===== config.mk =====
export PLATFORM = sky130hd
export DESIGN_NAME = seg_scan_scheduler
export DESIGN_NICKNAME = d
export VERILOG_FILES = /design/src/rtl/seg_scan_scheduler_pkg.sv /design/src/rtl/seg_next_digit.sv /design/src/rtl/seg_scan_scheduler.sv
export SDC_FILE = /design/constraint.sdc
export NUM_CORES = 1
export LEC_CHECK = 0
export CAP_MARGIN = 20
export CORE_UTILIZATION = 65
export DETAILED_ROUTE_END_ITERATION = 6
export DONT_BUFFER_PORTS = 1
export PLACE_DENSITY = 0.81
export REMOVE_ABC_BUFFERS = 1
export SYNTH_ARGS = -nofsm -noshare
export SYNTH_HDL_FRONTEND = slang
export SYNTH_SLANG_ARGS = --single-unit

===== constraint.sdc =====
create_clock -name clk -period 5.35 [get_ports clk]
set_input_delay 1.07 -clock clk [delete_from_list [all_inputs] [get_ports clk]]
set_output_delay 1.07 -clock clk [all_outputs]
set_load 0.05 [all_outputs]

===== src/rtl/seg_scan_scheduler_pkg.sv =====
// Shared types and constants for the 7-segment scan scheduler.
// Blank patterns, FSM state encoding and anode decode helper.
package seg_scan_scheduler_pkg;

    localparam logic [6:0] SEG_BLANK = 7'h7F;
    localparam logic [3:0] ANODE_OFF = 4'hF;

    typedef enum logic [1:0] {
        ST_IDLE,
        ST_BLANK,
        ST_ON,
        ST_OFF
    } state_t;

    // Active-low one-cold anode pattern for digit i.
    function automatic logic [3:0] anode_sel(input logic [1:0] i);
        return ~(4'b0001 << i);
    endfunction

endpackage


===== src/rtl/seg_next_digit.sv =====
// Circular next-enabled-digit finder (combinational).
// Ports: idx = current digit, mask = enable mask, nxt = next enabled, wrap = nxt <= idx.
module seg_next_digit (
    input  logic [1:0] idx,
    input  logic [3:0] mask,
    output logic [1:0] nxt,
    output logic       wrap
);

    logic [1:0] cand;
    logic       found;

    // Search idx+1, idx+2, idx+3, then idx itself (k=4 folds back to idx).
    always_comb begin
        nxt   = idx;
        cand  = idx;
        found = 1'b0;
        for (int k = 1; k <= 4; k++) begin
            cand = idx + 2'(k);
            if (!found && mask[cand]) begin
                nxt   = cand;
                found = 1'b1;
            end
        end
        wrap = (nxt <= idx);
    end

endmodule


===== src/rtl/seg_scan_scheduler.sv =====
// Round-robin 4-digit 7-seg scan with anti-ghost blanking, PWM brightness, frame tick.
// Ports: clk/rst (sync, active-high), dig0..3/dp_in/digit_en/brightness in; anode/seg/dp/frame_tick out.
module seg_scan_scheduler
    import seg_scan_scheduler_pkg::*;
#(
    parameter int SLOT_CYCLES  = 10_000,
    parameter int BLANK_CYCLES = 200
) (
    input  logic       clk,
    input  logic       rst,
    input  logic [6:0] dig0,
    input  logic [6:0] dig1,
    input  logic [6:0] dig2,
    input  logic [6:0] dig3,
    input  logic [3:0] dp_in,
    input  logic [3:0] digit_en,
    input  logic [3:0] brightness,
    output logic [3:0] anode,
    output logic [6:0] seg,
    output logic       dp,
    output logic       frame_tick
);

    // Active window must split into 16 equal brightness steps.
    localparam int ON_STEP = (SLOT_CYCLES - BLANK_CYCLES) / 16;
    localparam int CW      = $clog2(SLOT_CYCLES);

    localparam logic [CW-1:0] SLOT_LAST  = CW'(SLOT_CYCLES - 1);
    localparam logic [CW-1:0] BLANK_LAST = CW'(BLANK_CYCLES - 1);

    state_t        state, state_n;
    logic [CW-1:0] cnt, cnt_n;
    logic [1:0]    idx, idx_n;
    logic [6:0]    dig_lat, dig_lat_n;
    logic          dp_lat, dp_lat_n;
    logic [3:0]    bri_lat, bri_lat_n;

    logic [3:0]    anode_n;
    logic [6:0]    seg_n;
    logic          dp_n;
    logic          tick_n;

    logic          load;
    logic          lit_n;
    logic [CW-1:0] lit_last;
    logic [1:0]    nd_idx;
    logic [1:0]    nd_nxt;
    logic          nd_wrap;
    logic [6:0]    dig_sel;

    // From IDLE, searching after digit 3 yields the lowest enabled digit.
    assign nd_idx = (state == ST_IDLE) ? 2'd3 : idx;

    seg_next_digit u_next (
        .idx  (nd_idx),
        .mask (digit_en),
        .nxt  (nd_nxt),
        .wrap (nd_wrap)
    );

    // Last lit count value for the brightness latched this slot.
    assign lit_last = CW'(BLANK_CYCLES + (int'(bri_lat) + 1) * ON_STEP - 1);

    always_comb begin
        state_n = state;
        cnt_n   = cnt + CW'(1);
        idx_n   = idx;
        load    = 1'b0;
        tick_n  = 1'b0;
        if (state == ST_IDLE) begin
            cnt_n = '0;
            if (|digit_en) begin
                state_n = ST_BLANK;
                idx_n   = nd_nxt;
                load    = 1'b1;
                tick_n  = 1'b1;
            end
        end else if (cnt == SLOT_LAST) begin
            // Slot end wins over any in-slot transition.
            cnt_n = '0;
            if (|digit_en) begin
                state_n = ST_BLANK;
                idx_n   = nd_nxt;
                load    = 1'b1;
                tick_n  = nd_wrap;
            end else begin
                state_n = ST_IDLE;
            end
        end else begin
            case (state)
                ST_BLANK: begin
                    if (cnt == BLANK_LAST)
                        state_n = ST_ON;
                end
                ST_ON: begin
                    if (cnt == lit_last && bri_lat != 4'hF)
                        state_n = ST_OFF;
                end
                default: ;
            endcase
        end
    end

    always_comb begin
        case (idx_n)
            2'd0:    dig_sel = dig0;
            2'd1:    dig_sel = dig1;
            2'd2:    dig_sel = dig2;
            default: dig_sel = dig3;
        endcase
    end

    // Per-slot snapshot so mid-slot input changes never tear.
    assign dig_lat_n = load ? dig_sel : dig_lat;
    assign dp_lat_n  = load ? dp_in[idx_n] : dp_lat;
    assign bri_lat_n = load ? brightness : bri_lat;

    // Outputs are registered from next-state so they align with cnt.
    assign lit_n   = (state_n == ST_ON);
    assign anode_n = lit_n ? anode_sel(idx_n) : ANODE_OFF;
    assign seg_n   = lit_n ? dig_lat_n : SEG_BLANK;
    assign dp_n    = lit_n ? ~dp_lat_n : 1'b1;

    always_ff @(posedge clk) begin
        if (rst) begin
            state      <= ST_IDLE;
            cnt        <= '0;
            idx        <= 2'd0;
            dig_lat    <= SEG_BLANK;
            dp_lat     <= 1'b0;
            bri_lat    <= 4'd0;
            anode      <= ANODE_OFF;
            seg        <= SEG_BLANK;
            dp         <= 1'b1;
            frame_tick <= 1'b0;
        end else begin
            state      <= state_n;
            cnt        <= cnt_n;
            idx        <= idx_n;
            dig_lat    <= dig_lat_n;
            dp_lat     <= dp_lat_n;
            bri_lat    <= bri_lat_n;
            anode      <= anode_n;
            seg        <= seg_n;
            dp         <= dp_n;
            frame_tick <= tick_n;
        end
    end

endmodule


# ---- After elaboration in Yosys (flattened, before gate mapping)
# Cells that the tools add are included.
dict set report classes {
  n_eq_ne 9
  n_mux 37
  n_reduce_logical 12
  n_shift 1
  magnitude_cmp 6
  mul 1
  add_sub_neg 7
  bitwise_logic 3
}
# cell n
set ops {}
lappend ops {{2-to-1 mux 2 bit} 13}
lappend ops {{one-hot mux 7 bit (3 select lines)} 1}
lappend ops {{2-to-1 mux 1 bit} 16}
lappend ops {{less-than comparator 2 x 3 -> 1 bit, second input constant} 5}
lappend ops {{adder 14 x 1 -> 14 bit, second input constant} 1}
lappend ops {{adder 8 x 14 -> 14 bit, first input constant} 1}
lappend ops {{== test 14 bit} 1}
lappend ops {{== test 14 bit, second input constant} 1}
lappend ops {{== test 14 x 8 -> 1 bit, second input constant} 1}
lappend ops {{subtractor 14 x 1 -> 14 bit, second input constant} 1}
lappend ops {{multiplier 5 x 8 -> 12 bit, second input constant} 1}
lappend ops {{binary-select mux 1 bit (select 2 bit)} 5}
lappend ops {{2-to-1 mux 7 bit} 1}
lappend ops {{== test 2 bit, second input constant} 3}
lappend ops {{adder 4 x 1 -> 5 bit, second input constant} 1}
lappend ops {{adder 2 bit, second input constant} 2}
lappend ops {{== test 2 x 1 -> 1 bit, second input constant} 2}
lappend ops {{logical AND 1 bit} 4}
lappend ops {{logical NOT 2 bit} 2}
lappend ops {{!= test 4 bit, second input constant} 1}
lappend ops {{inverter 4 bit} 1}
lappend ops {{one-hot mux 2 bit (2 select lines)} 1}
lappend ops {{OR reduction 4 bit} 1}
lappend ops {{<< shifter 1 x 2 -> 4 bit, first input constant} 1}
lappend ops {{other kinds (6)} 9}
dict set report totals {
  reg_bits 43
  out_inout_bits 13
}

# ---- Logic depth before layout (Yosys ltp)
# Gate-level depths: netlist (run 1).
dict set report logic_depth {
  depth_word 22
  depth_mapped 16
}

# ---- Modules after synthesis
# Synthesis (run 1) repeated with hierarchy kept, for this count alone.
dict set report unflattened {
  cells_unflattened 324
  area_unflattened_um2 3049.2
}
# module area_per_inst_um2 n_inst cells_per_inst
set modules_own_cells {}
lappend modules_own_cells {seg_scan_scheduler 2914.0 1 307}
lappend modules_own_cells {seg_next_digit 135.1 1 17}

# ---- Worst setup path before layout (run 1)
# OpenSTA, ideal clock, no wires.
dict set report synth_path {
  path_type {reg-to-reg}
  from {register bri_lat[1]}
  to {register anode[1]}
  t_required_ps 5209
  n_path_buf 1
  synth_period_minus_slack_ps 3940
  slack_ps 1410
  stages_incl_launch_ff 17
  t_arrival_ps 3799
  cell_sequence {dfxtp_1 ha_1 nand2_1 xnor2_1 ha_1 ha_1 ha_1 ha_1 nand3_1 nand2_1 a41o_1 xnor2_1 xor2_1 o221a_2 o2111ai_1 clkbuf_1 nand4_1}
}
dict set report synth_between {
  elab_chain_len 13
  word_cells_on_any_way 14
  classes_between {add/sub (3); mul (1); eq/ne (3); mux (4); bitwise (1); reduce/logical (2)}
}
# item line
set synth_rtl {}
lappend synth_rtl {{from (decl)} seg_scan_scheduler.sv:36} ;# logic [3:0] bri_lat, bri_lat_n;
lappend synth_rtl {{from (signal assigned)} seg_scan_scheduler.sv:142} ;# bri_lat <= bri_lat_n;
lappend synth_rtl {{adder 4 x 1 -> 5 bit} seg_scan_scheduler.sv:62} ;# assign lit_last = CW'(BLANK_CYCLES + (int'(bri_lat) + 1) * ON_STEP - 1);
lappend synth_rtl {{multiplier 5 x 8 -> 12 bit} seg_scan_scheduler.sv:62}
lappend synth_rtl {{adder 8 x 14 -> 14 bit} seg_scan_scheduler.sv:62}
lappend synth_rtl {{subtractor 14 x 1 -> 14 bit} seg_scan_scheduler.sv:62}
lappend synth_rtl {{== test 14 bit} seg_scan_scheduler.sv:96} ;# if (cnt == lit_last && bri_lat != 4'hF)
lappend synth_rtl {{logical AND 1 bit *} seg_scan_scheduler.sv:96}
lappend synth_rtl {{2-to-1 mux 2 bit *} seg_scan_scheduler.sv:96}
lappend synth_rtl {{one-hot mux 2 bit (2 select lines) *} seg_scan_scheduler.sv:90} ;# case (state)
lappend synth_rtl {{2-to-1 mux 2 bit *} seg_scan_scheduler.sv:78} ;# end else if (cnt == SLOT_LAST) begin
lappend synth_rtl {{2-to-1 mux 2 bit *} seg_scan_scheduler.sv:70} ;# if (state == ST_IDLE) begin
lappend synth_rtl {{== test 2 bit *} seg_scan_scheduler.sv:119} ;# assign lit_n = (state_n == ST_ON);
lappend synth_rtl {{inverter 1 bit (no line) *} n/a}
lappend synth_rtl {{OR reduction 2 bit (no line) *} n/a}
lappend synth_rtl {{to (signal assigned)} seg_scan_scheduler.sv:143} ;# anode <= anode_n;
lappend synth_rtl {{to (decl)} seg_scan_scheduler.sv:18} ;# output logic [3:0] anode,
# Every way passes the cells marked *; elsewhere a longest branch is shown, timed or not.
# A chain may end at the register's enable or synchronous reset.

# ---- Worst setup path in the final report (run 1)
# Ends and elaborated chain as after synthesis.

==> flow_summary.toml, run 1 <==
[yosys]
syn_inst = 480
syn_area_per_cell_um2 = 8.07
ys.flop_type = "dfxtp_1"
synthArstFlopShare_pct = 0
ys_seq_area_share_pct = 22.2
ys_warn_count = 0
synth_area_mm2 = 0.00387
yosysUniqueCellTypes = 66
synth_edf_count = 0
synth_seq_cells = 43

[floorplan]
pin_count = 55
num_rows = 27
die_x_um = 79.2
core_mm2 = 0.00561
start_util_pct = 69.1
die_h_um = 79.2
die_area_mm2 = 0.00627

[job]
drv_cap = 0

[route]
dr.pass1.iters = 5
drt_iter0_markers = 143
vias_per_cell = 6.62
drtAntennaViolNets = 0
wire_per_inst_um = 17.2
remaining_drc_errors = 0
vias = 3504
routed_wirelength_mm = 9.08

[worst_setup_path]
endpoint_kind = "flop"
crit_chain = "ha_1 > nand2_1 > xnor2_1 > ha_1 > ha_1 > ha_1 > ha_1 > nand3_1 > nand2_1 > a41o_1 > xnor2_1 > xor2_1 > o221a_2 > o2111ai_1 > buf_4 > nand4_1"
start_kind = "flop"
slowest_stage = "dfxtp_1"
critPathMaxStageDelay_ns = 0.44
crit_buf_inv = 1
worstSetupPathType = "flop to flop"
crit_path_frequent_cell = "ha_1"
cp_data_arrival_time_ns = 4.36
worstPathRequired_ns = 5.50
crit_fanout = 13
critical_path.top_delay_family = "adder cells"

[clock_tree]
cts_sinks = 43
cts_buffer_depth = 2
post_cts_buffers = 0
clock_latency_ns = 0.29
cts_resized = 0
cts_root_buf = "clkbuf_8"
cts_made_buffers = 5
h-tree-depth = 2
clk_pin_slew_ns = 0.08
cts_tree = "done"
hold_buffers = 0

[sta]
maxSlewViolCount = 0
min_period_ns = 4.21
setup_viol = 0
setup-tns-final_ns = 0
worst_pin_slew_ns = 0.993
rsz0062_at_grt = "no"
finalHoldViolations = 0
fmax_mhz = 238
fin_skew_ns = 0.00480
relSlewSlack_pct = 33.7
timing.hold.ws_ns = 0.415
finalCritPeriodShare_pct = 78.6

[global_route]
grt_pass1_vias = 3332
grt-ovfl-total = 0
grt_pass1_wl_mm = 15.4
antenna_found_initial = 0
grt_usage_pct = 30.6
grt_max_degree = 51

[placed_design]
io_buffers = 0
hpwl_mm = 6.43
gp_congestion = 0.801

[pwr]
ir_drop_mv = 0.140
p_leak_nw = 1.54
power_density_mw_per_mm2 = 257

[final_layout]
finalNetCount = 529
drive_gt1_share_pct = 8.32
num_antenna_cells = 0
areaGrowthSynthToFinish_pct = 0.711

[run_status]
status = "complete, no violations"

[min_path]
hold_class = "flop to flop"
## cell usage after synthesis (4+ instances only)
| master | n | area share, % |
|---|---|---|
| a31oi_1 | 11 | 1.8 |
| a221o_1 | 7 | 1.8 |
| a211o_1 | 7 | 1.6 |
| mux2i_1 | 19 | 4.9 |
| a21oi_1 | 18 | 2.3 |
| xnor2_1 | 23 | 5.2 |
| nor2b_1 | 5 | 0.81 |
| o22ai_1 | 15 | 2.4 |
| inv_1 | 16 | 1.6 |
| o21ai_0 | 10 | 1.3 |
| nor2_1 | 51 | 4.9 |
| o221ai_1 | 7 | 1.6 |
| o22a_1 | 7 | 1.6 |
| nand3_1 | 15 | 1.9 |
| nand2_1 | 33 | 3.2 |
| a21o_1 | 4 | 0.78 |
| o311ai_0 | 7 | 1.6 |
| buf_2 | 4 | 0.52 |
| dfxtp_1 | 43 | 22 |
| clkbuf_1 | 24 | 2.3 |
| nand2b_1 | 5 | 0.81 |
| ha_1 | 28 | 9.0 |
| nor4_1 | 5 | 0.81 |
| nand4_1 | 4 | 0.65 |
| a21oi_2 | 7 | 1.6 |
| nor3_1 | 10 | 1.3 |
| a2bb2oi_1 | 7 | 1.6 |
| xor2_1 | 16 | 3.6 |
| nand3b_1 | 7 | 1.4 |
| or3_1 | 4 | 0.65 |
| or2_2 | 10 | 1.6 |
## per-layer routing
layer	part of all wire, %	vias up	global-route usage [%]
li1	-	1729	-
met1	42	1639	38.0
met2	49	132	53.4
met3	7.8	4	6.09
met4	0.62	0	8.00
met5	0	-	0
## worst paths after layout
path	start	to	slack [ns]	cells past startpoint
max reg2reg	bri_lat[1]	anode[1]	1.14	16
max	bri_lat[1]	anode[1]	1.14	16
min reg2reg	dp_lat	dp	0.41	1
min	dp_lat	dp	0.41	1
## worst register-to-register path: cells and delay by family (launching register included)
family                     cells  cell delay, ns
buffers and inverters          1            0.24
AOI/OAI and AO/OA              3            0.72
adders and majority gates      5            1.46
xor gates and xnor gates       3            0.83
and+or+nand+nor                4            0.37
DFF                            1            0.44
## power by group
group | switching, W | total (W) | internal, W | leakage (nW)
Clock | 0.000105 | 0.000193 | 0.0000872 | 0.0371
Combinational | 0.000249 | 0.000446 | 0.000197 | 1.15
Sequential | 0.0000249 | 0.000363 | 0.000338 | 0.351
## layout make-up
cell class	count	area (um^2)
inverter	16	60.1
sequential	43	861
multi-input combinational	387	2780
timing repair buffer	5	37.5
clock buffer	6	72.6
tap	72	90.1
fill	483	1710
## placed cells by master, fill, tap and decap left out, drive strengths merged, types with 3 or more instances in the layout
cell      n
nor2     52
dfxtp    43
nand2    34
ha       28
a21oi    25
xnor2    23
mux2i    19
xor2     16
inv      16
nand3    15
o22ai    15
o21ai    13
a31oi    11
or2      11
nor3     11
nand3b    7
o22a      7
a2bb2oi   7
o221ai    7
a211o     7
o311ai    7
a221o     7
clkbuf    6
nor2b     5
nor4      5
nand2b    5
buf       5
a21o      4
or3       4
nand4     4
and2      4
or4       4
nor3b     3
and3      3
## logic make-up after synthesis
family	share of synthesized area, %
mux	4.91
simple gates	22.4
flops	22.2
compound gates	26.1
buf+inv	6.01
xor+xnor	8.82
fa+ha+maj	9.56
## sequential cells by signal, summed over array words and instances, names as in the netlist
register,count
dp,1
cnt,14
idx,2
anode,4
dp_lat,1
seg,7
frame_tick,1
state,2
dig_lat,7
bri_lat,4
## per-stage QoR
| step | instances | total power, W | area (um^2) | utilization (%) | setup slack (ns) |
|---|---|---|---|---|---|
| finish | 529 | 0.00100 | 3900 | 69.5 | 1.14 |
| detailed placement | 523 | 0.000809 | 3830 | 68.3 | 1.20 |
| global placement | 523 | 0.000796 | 3830 | 68.3 | 1.31 |
| floorplan | 446 | 0.000726 | 3700 | - | 1.30 |
| CTS | 529 | 0.000998 | 3900 | 69.5 | 1.15 |
| global route | 529 | 0.00106 | 3900 | 69.5 | 0.883 |
Power figures use the tool's default switching activity.
==> inputs of run 2 (changes only) <==
Clock period 5.35 ns to 4.13 ns, I/O delays scaled along.
==> flow_summary.toml, run 2 (synthesis results as in run 1) <==
[worst_setup_path]
worstSetupPathType = "flop to flop"
cp_data_arrival_time_ns = 4.06
crit_chain = "ha_1 > nand2_2 > xnor2_2 > ha_1 > ha_1 > ha_1 > ha_1 > nand3_1 > nand2_1 > a41o_1 > xnor2_2 > o31a_1 > or3_1 > o2111ai_2 > buf_6 > nand4_1"
reg2reg_from = "bri_lat[1]"
critPathMaxStageDelay_ns = 0.38
endpoint_kind = "flop"
crit_path_frequent_cell = "ha_1"
start_kind = "flop"
crit_fanout = 7
worstPathRequired_ns = 4.27
ff2ff_path_depth = 16
critPathLaunch = "bri_lat[1]"
slowest_stage = "dfxtp_2"

[clock_tree]
cts_tree = "done"
cts_made_buffers = 5
cts_root_buf = "clkbuf_8"
h-tree-depth = 2
clock_latency_ns = 0.30
cts_sinks = 43
clk_pin_slew_ns = 0.08
hold_buffers = 0
cts_buffer_depth = 2

[final_layout]
stdcell_count = 537
final_util_pct = 71.6
num_antenna_cells = 0
regArea_um2 = 868
finalNetCount = 536
multi_input_area_mm2 = 0.00282
areaGrowthSynthToFinish_pct = 3.75
n_fill_cell = 469
postLayoutCellArea_mm2 = 0.00402
final_common_cell = "nor2_1"
largest_reg_flops = 14
reg.largest.list = "cnt: 14 flops, dig_lat: 7 flops, seg: 7 flops"
layout_common_cells = "51 x nor2_1, 39 x dfxtp_1, 32 x nand2_1"
top_register = "cnt"
drive_gt1_share_pct = 12.9

[sta]
finalCritPeriodShare_pct = 94.8
maxSlewViolCount = 0
finalHoldViolations = 0
fin_skew_ns = 0.00872
setup_ws_ns = 0.215
relSlewSlack_pct = 37.6
setup_viol = 0
setup-tns-final_ns = 0
worst_pin_slew_ns = 0.936
min_period_ns = 3.92
fmax_mhz = 255

[min_path]
hold_class = "flop to flop"
holdPathStages = 1
min_from = "dp_lat"

[floorplan]
die_area_mm2 = 0.00627
core_mm2 = 0.00561
num_rows = 27
die_x_um = 79.2
die_h_um = 79.2
pin_count = 55
start_util_pct = 69.1

[route]
dr.pass1.iters = 5
routed_wirelength_mm = 9.52
drtAntennaViolNets = 0
vias_per_cell = 6.65
vias = 3573
wire_per_inst_um = 17.7
remaining_drc_errors = 0
drt_iter0_markers = 240

[placed_design]
gp_congestion = 0.836
placed_area_mm2 = 0.00386
hpwl_mm = 6.78
place_inst = 528
io_buffers = 0
pre_cts_slack_ns = -0.0391

[run_status]
status = "complete, no violations"

[pwr]
p_leak_nw = 1.59
power_density_mw_per_mm2 = 334
ir_drop_mv = 0.178

[job]
drv_cap = 0

[global_route]
grt_usage_pct = 30.5
grt_pass1_vias = 3384
antenna_found_initial = 0
grt_pass1_wl_mm = 15.4
grt-ovfl-total = 0
grt_max_degree = 38
==> run 2: cell count changes in the layout (fill, tap and decap cells not counted), sizes merged <==
cell / before / now
clkinv: 0 / 1
buf: 5 / 12
==> run 2: metrics by stage <==
step           hold WS [ns]  total power (W)
2_1_floorplan         0.371         0.000940
3_3_place_gp          0.391          0.00104
3_5_place_dp          0.400          0.00106
4_1_cts               0.422          0.00133
5_1_grt               0.445          0.00142
6_report              0.420          0.00134
==> run 2: final timing paths <==
check | to | slack [ns]
worst max-delay path | anode[1] | 0.21
worst min-delay path | dp | 0.42
worst max register to register | anode[1] | 0.21
worst min register to register | dp | 0.42
==> run 2: what timing repair did <==
item	CTS	global route
setup buffers	0	1
endpoints found under the setup margin	13	13
pin swaps	0	2
gates resized for setup	2	18
gates cloned	0	1
==> run 2: final cells by class <==
cell class	instances	share of cell area, %
clock buffer	6	2.06
clock inverter	1	0.125
inverter	16	1.49
multi-input combinational	387	70.1
sequential	43	21.6
tap	72	2.24
timing repair buffer	12	2.34
==> run 2: worst max-delay path: cells and delay by family (launching register included) <==
family                   cells  cell delay [ns]
adder cells (fa/ha/maj)      5             1.40
AND/OR/NAND/NOR              5             0.72
AO/OA/AOI/OAI                3             0.70
flip-flops                   1             0.38
XOR/XNOR                     2             0.38
buffers and inverters        1             0.19
==> run 2: report_power, final <==
group	switching (W)	internal [W]	leakage (nW)	total, W
Clock	0.000140	0.000131	0.0470	0.000272
Combinational	0.000340	0.000268	1.19	0.000607
Sequential	0.0000259	0.000438	0.353	0.000464
Total	0.000506	0.000837	1.59	0.00134
==> run 2: layer usage <==
| layer | GRT usage (%) | vias up | share of wire [%] |
|---|---|---|---|
| li1 | - | 1743 | - |
| met1 | 37.0 | 1680 | 42 |
| met2 | 54.1 | 136 | 50 |
| met3 | 6.09 | 14 | 7.1 |
| met4 | 9.09 | 0 | 1.4 |
| met5 | 0 | - | 0 |
==> inputs of run 3 (changes only) <==
Settings changed: SETUP_SLACK_MARGIN set to 0.05.
==> flow_summary.toml, run 3 (synthesis results as in run 1) <==
[floorplan]
die_area_mm2 = 0.00627
die_x_um = 79.2
core_mm2 = 0.00561
num_rows = 27
start_util_pct = 69.1
die_h_um = 79.2
pin_count = 55

[worst_setup_path]
slowest_stage = "dfxtp_4"
critical_path.top_delay_family = "adder cells"
crit_chain = "inv_1 > ha_1 > inv_1 > ha_1 > ha_1 > ha_1 > fa_2 > a211oi_2 > o21bai_1 > a21oi_1 > xor2_1 > nor3b_1 > o221a_2 > o2111ai_2 > buf_4 > a21oi_1"
worstPathRequired_ns = 4.36
crit_path_frequent_cell = "ha_1"
crit_fanout = 8
start_kind = "flop"
cp_data_arrival_time_ns = 4.14
crit_buf_inv = 3
critPathMaxStageDelay_ns = 0.40
worstSetupPathType = "flop to flop"
endpoint_kind = "flop"

[sta]
fmax_mhz = 256
setup-tns-final_ns = 0
finalCritPeriodShare_pct = 94.7
fin_skew_ns = 0.00942
min_period_ns = 3.91
worst_pin_slew_ns = 0.922
setup_ws_ns = 0.218
rsz0062_at_grt = "yes"
maxSlewViolCount = 0
relSlewSlack_pct = 38.5
timing.hold.ws_ns = 0.420
finalHoldViolations = 0
setup_viol = 0

[clock_tree]
h-tree-depth = 2
cts_sinks = 43
cts_tree = "done"
cts_root_buf = "clkbuf_8"
cts_buffer_depth = 2
clock_latency_ns = 0.30
clk_pin_slew_ns = 0.08
cts_made_buffers = 5
hold_buffers = 0

[placed_design]
io_buffers = 0
gp_congestion = 0.836
hpwl_mm = 6.78
place_inst = 528
pre_cts_slack_ns = -0.0391

[global_route]
grt_max_degree = 38
grt_usage_pct = 30.5
grt-ovfl-total = 0
antenna_found_initial = 0
grt_pass1_wl_mm = 15.4
grt_pass1_vias = 3385

[final_layout]
layout_common_cells = "51 x nor2_1, 39 x dfxtp_1, 32 x nand2_1"
finalNetCount = 536
n_fill_cell = 464
stdcell_count = 537
top_register = "cnt"
num_antenna_cells = 0
drive_gt1_share_pct = 13.1
final_common_cell = "nor2_1"
areaGrowthSynthToFinish_pct = 4.07
reg.largest.list = "cnt: 14 flops, dig_lat: 7 flops, seg: 7 flops"
largest_reg_flops = 14

[route]
top_layer_used = "met4"
wl_met1_mm = 3.94
remaining_drc_errors = 0
vias_per_cell = 6.72
drtAntennaViolNets = 0
routed_wirelength_mm = 9.56
wire_per_inst_um = 17.8
vias = 3607
wl_met3_um = 766
dr.pass1.iters = 5
drt_iter0_markers = 266
wl_met2_mm = 4.70

[pwr]
p_leak_nw = 1.59
power_density_mw_per_mm2 = 334
power.total_w = 0.00135
ir_drop_mv = 0.179

[min_path]
hold_class = "flop to flop"

[run_status]
status = "complete, no violations"

[job]
drv_cap = 0
==> run 3: cell types whose count changed in the layout (fill, tap and decap cells not counted) <==
cell  change
ha_1      -1
ha_4      +1
==> run 3: cell type report <==
| class | count | area, um^2 | area share (%) |
|---|---|---|---|
| Clock buffer | 6 | 82.6 | 2.05 |
| Clock inverter | 1 | 5.00 | 0.124 |
| Inverter | 16 | 60.1 | 1.49 |
| Multi-Input combinational cell | 387 | 2830 | 70.2 |
| Sequential cell | 43 | 868 | 21.5 |
| Tap cell | 72 | 90.1 | 2.24 |
| Timing Repair Buffer | 12 | 93.8 | 2.33 |
==> run 3: metal layers <==
metal	vias to the layer above	track usage, %
li1	1747	-
met1	1700	36.9
met2	148	54.1
met3	12	6.09
met4	0	9.09
met5	-	0
==> run 3: repair_timing <==
item	4_1_cts	5_1_grt
pin swaps	0	2
hold endpoints to repair	0	0
setup buffers	0	1
endpoints found under the setup margin	13	13
gates cloned	0	1
gates resized for setup	3	18
==> run 3: metrics by stage <==
stage / instance area (um^2) / utilization [%]
after floorplan: 3700 / -
after global placement: 3860 / 68.9
after CTS: 3970 / 70.8
after detailed placement: 3860 / 68.9
after global routing: 4030 / 71.9
final: 4030 / 71.9
==> run 3: worst register-to-register path: cells and delay by family, from the launching register on <==
family,cells,cell delay (ns)
flip-flops,1,0.40
adder cells (fa/ha/maj),5,1.45
AO/OA/AOI/OAI,6,1.06
AND/OR/NAND/NOR,1,0.29
XOR/XNOR,1,0.27
buffers and inverters,3,0.40
==> run 3: worst paths after layout <==
path	slack [ns]	start	cells after the start	end
worst max-delay path	0.22	bri_lat[0]	16	state[0]
worst min-delay path	0.42	dp_lat	1	dp
worst max register to register	0.22	bri_lat[0]	16	state[0]
worst min register to register	0.42	dp_lat	1	dp
==> run 3: where the power goes <==
group	switching (W)	total, W	leakage, nW	internal, W
Combinational	0.000341	0.000612	1.19	0.000271
Sequential	0.0000256	0.000464	0.353	0.000438
Clock	0.000141	0.000272	0.0470	0.000131
Total	0.000508	0.00135	1.59	0.000840
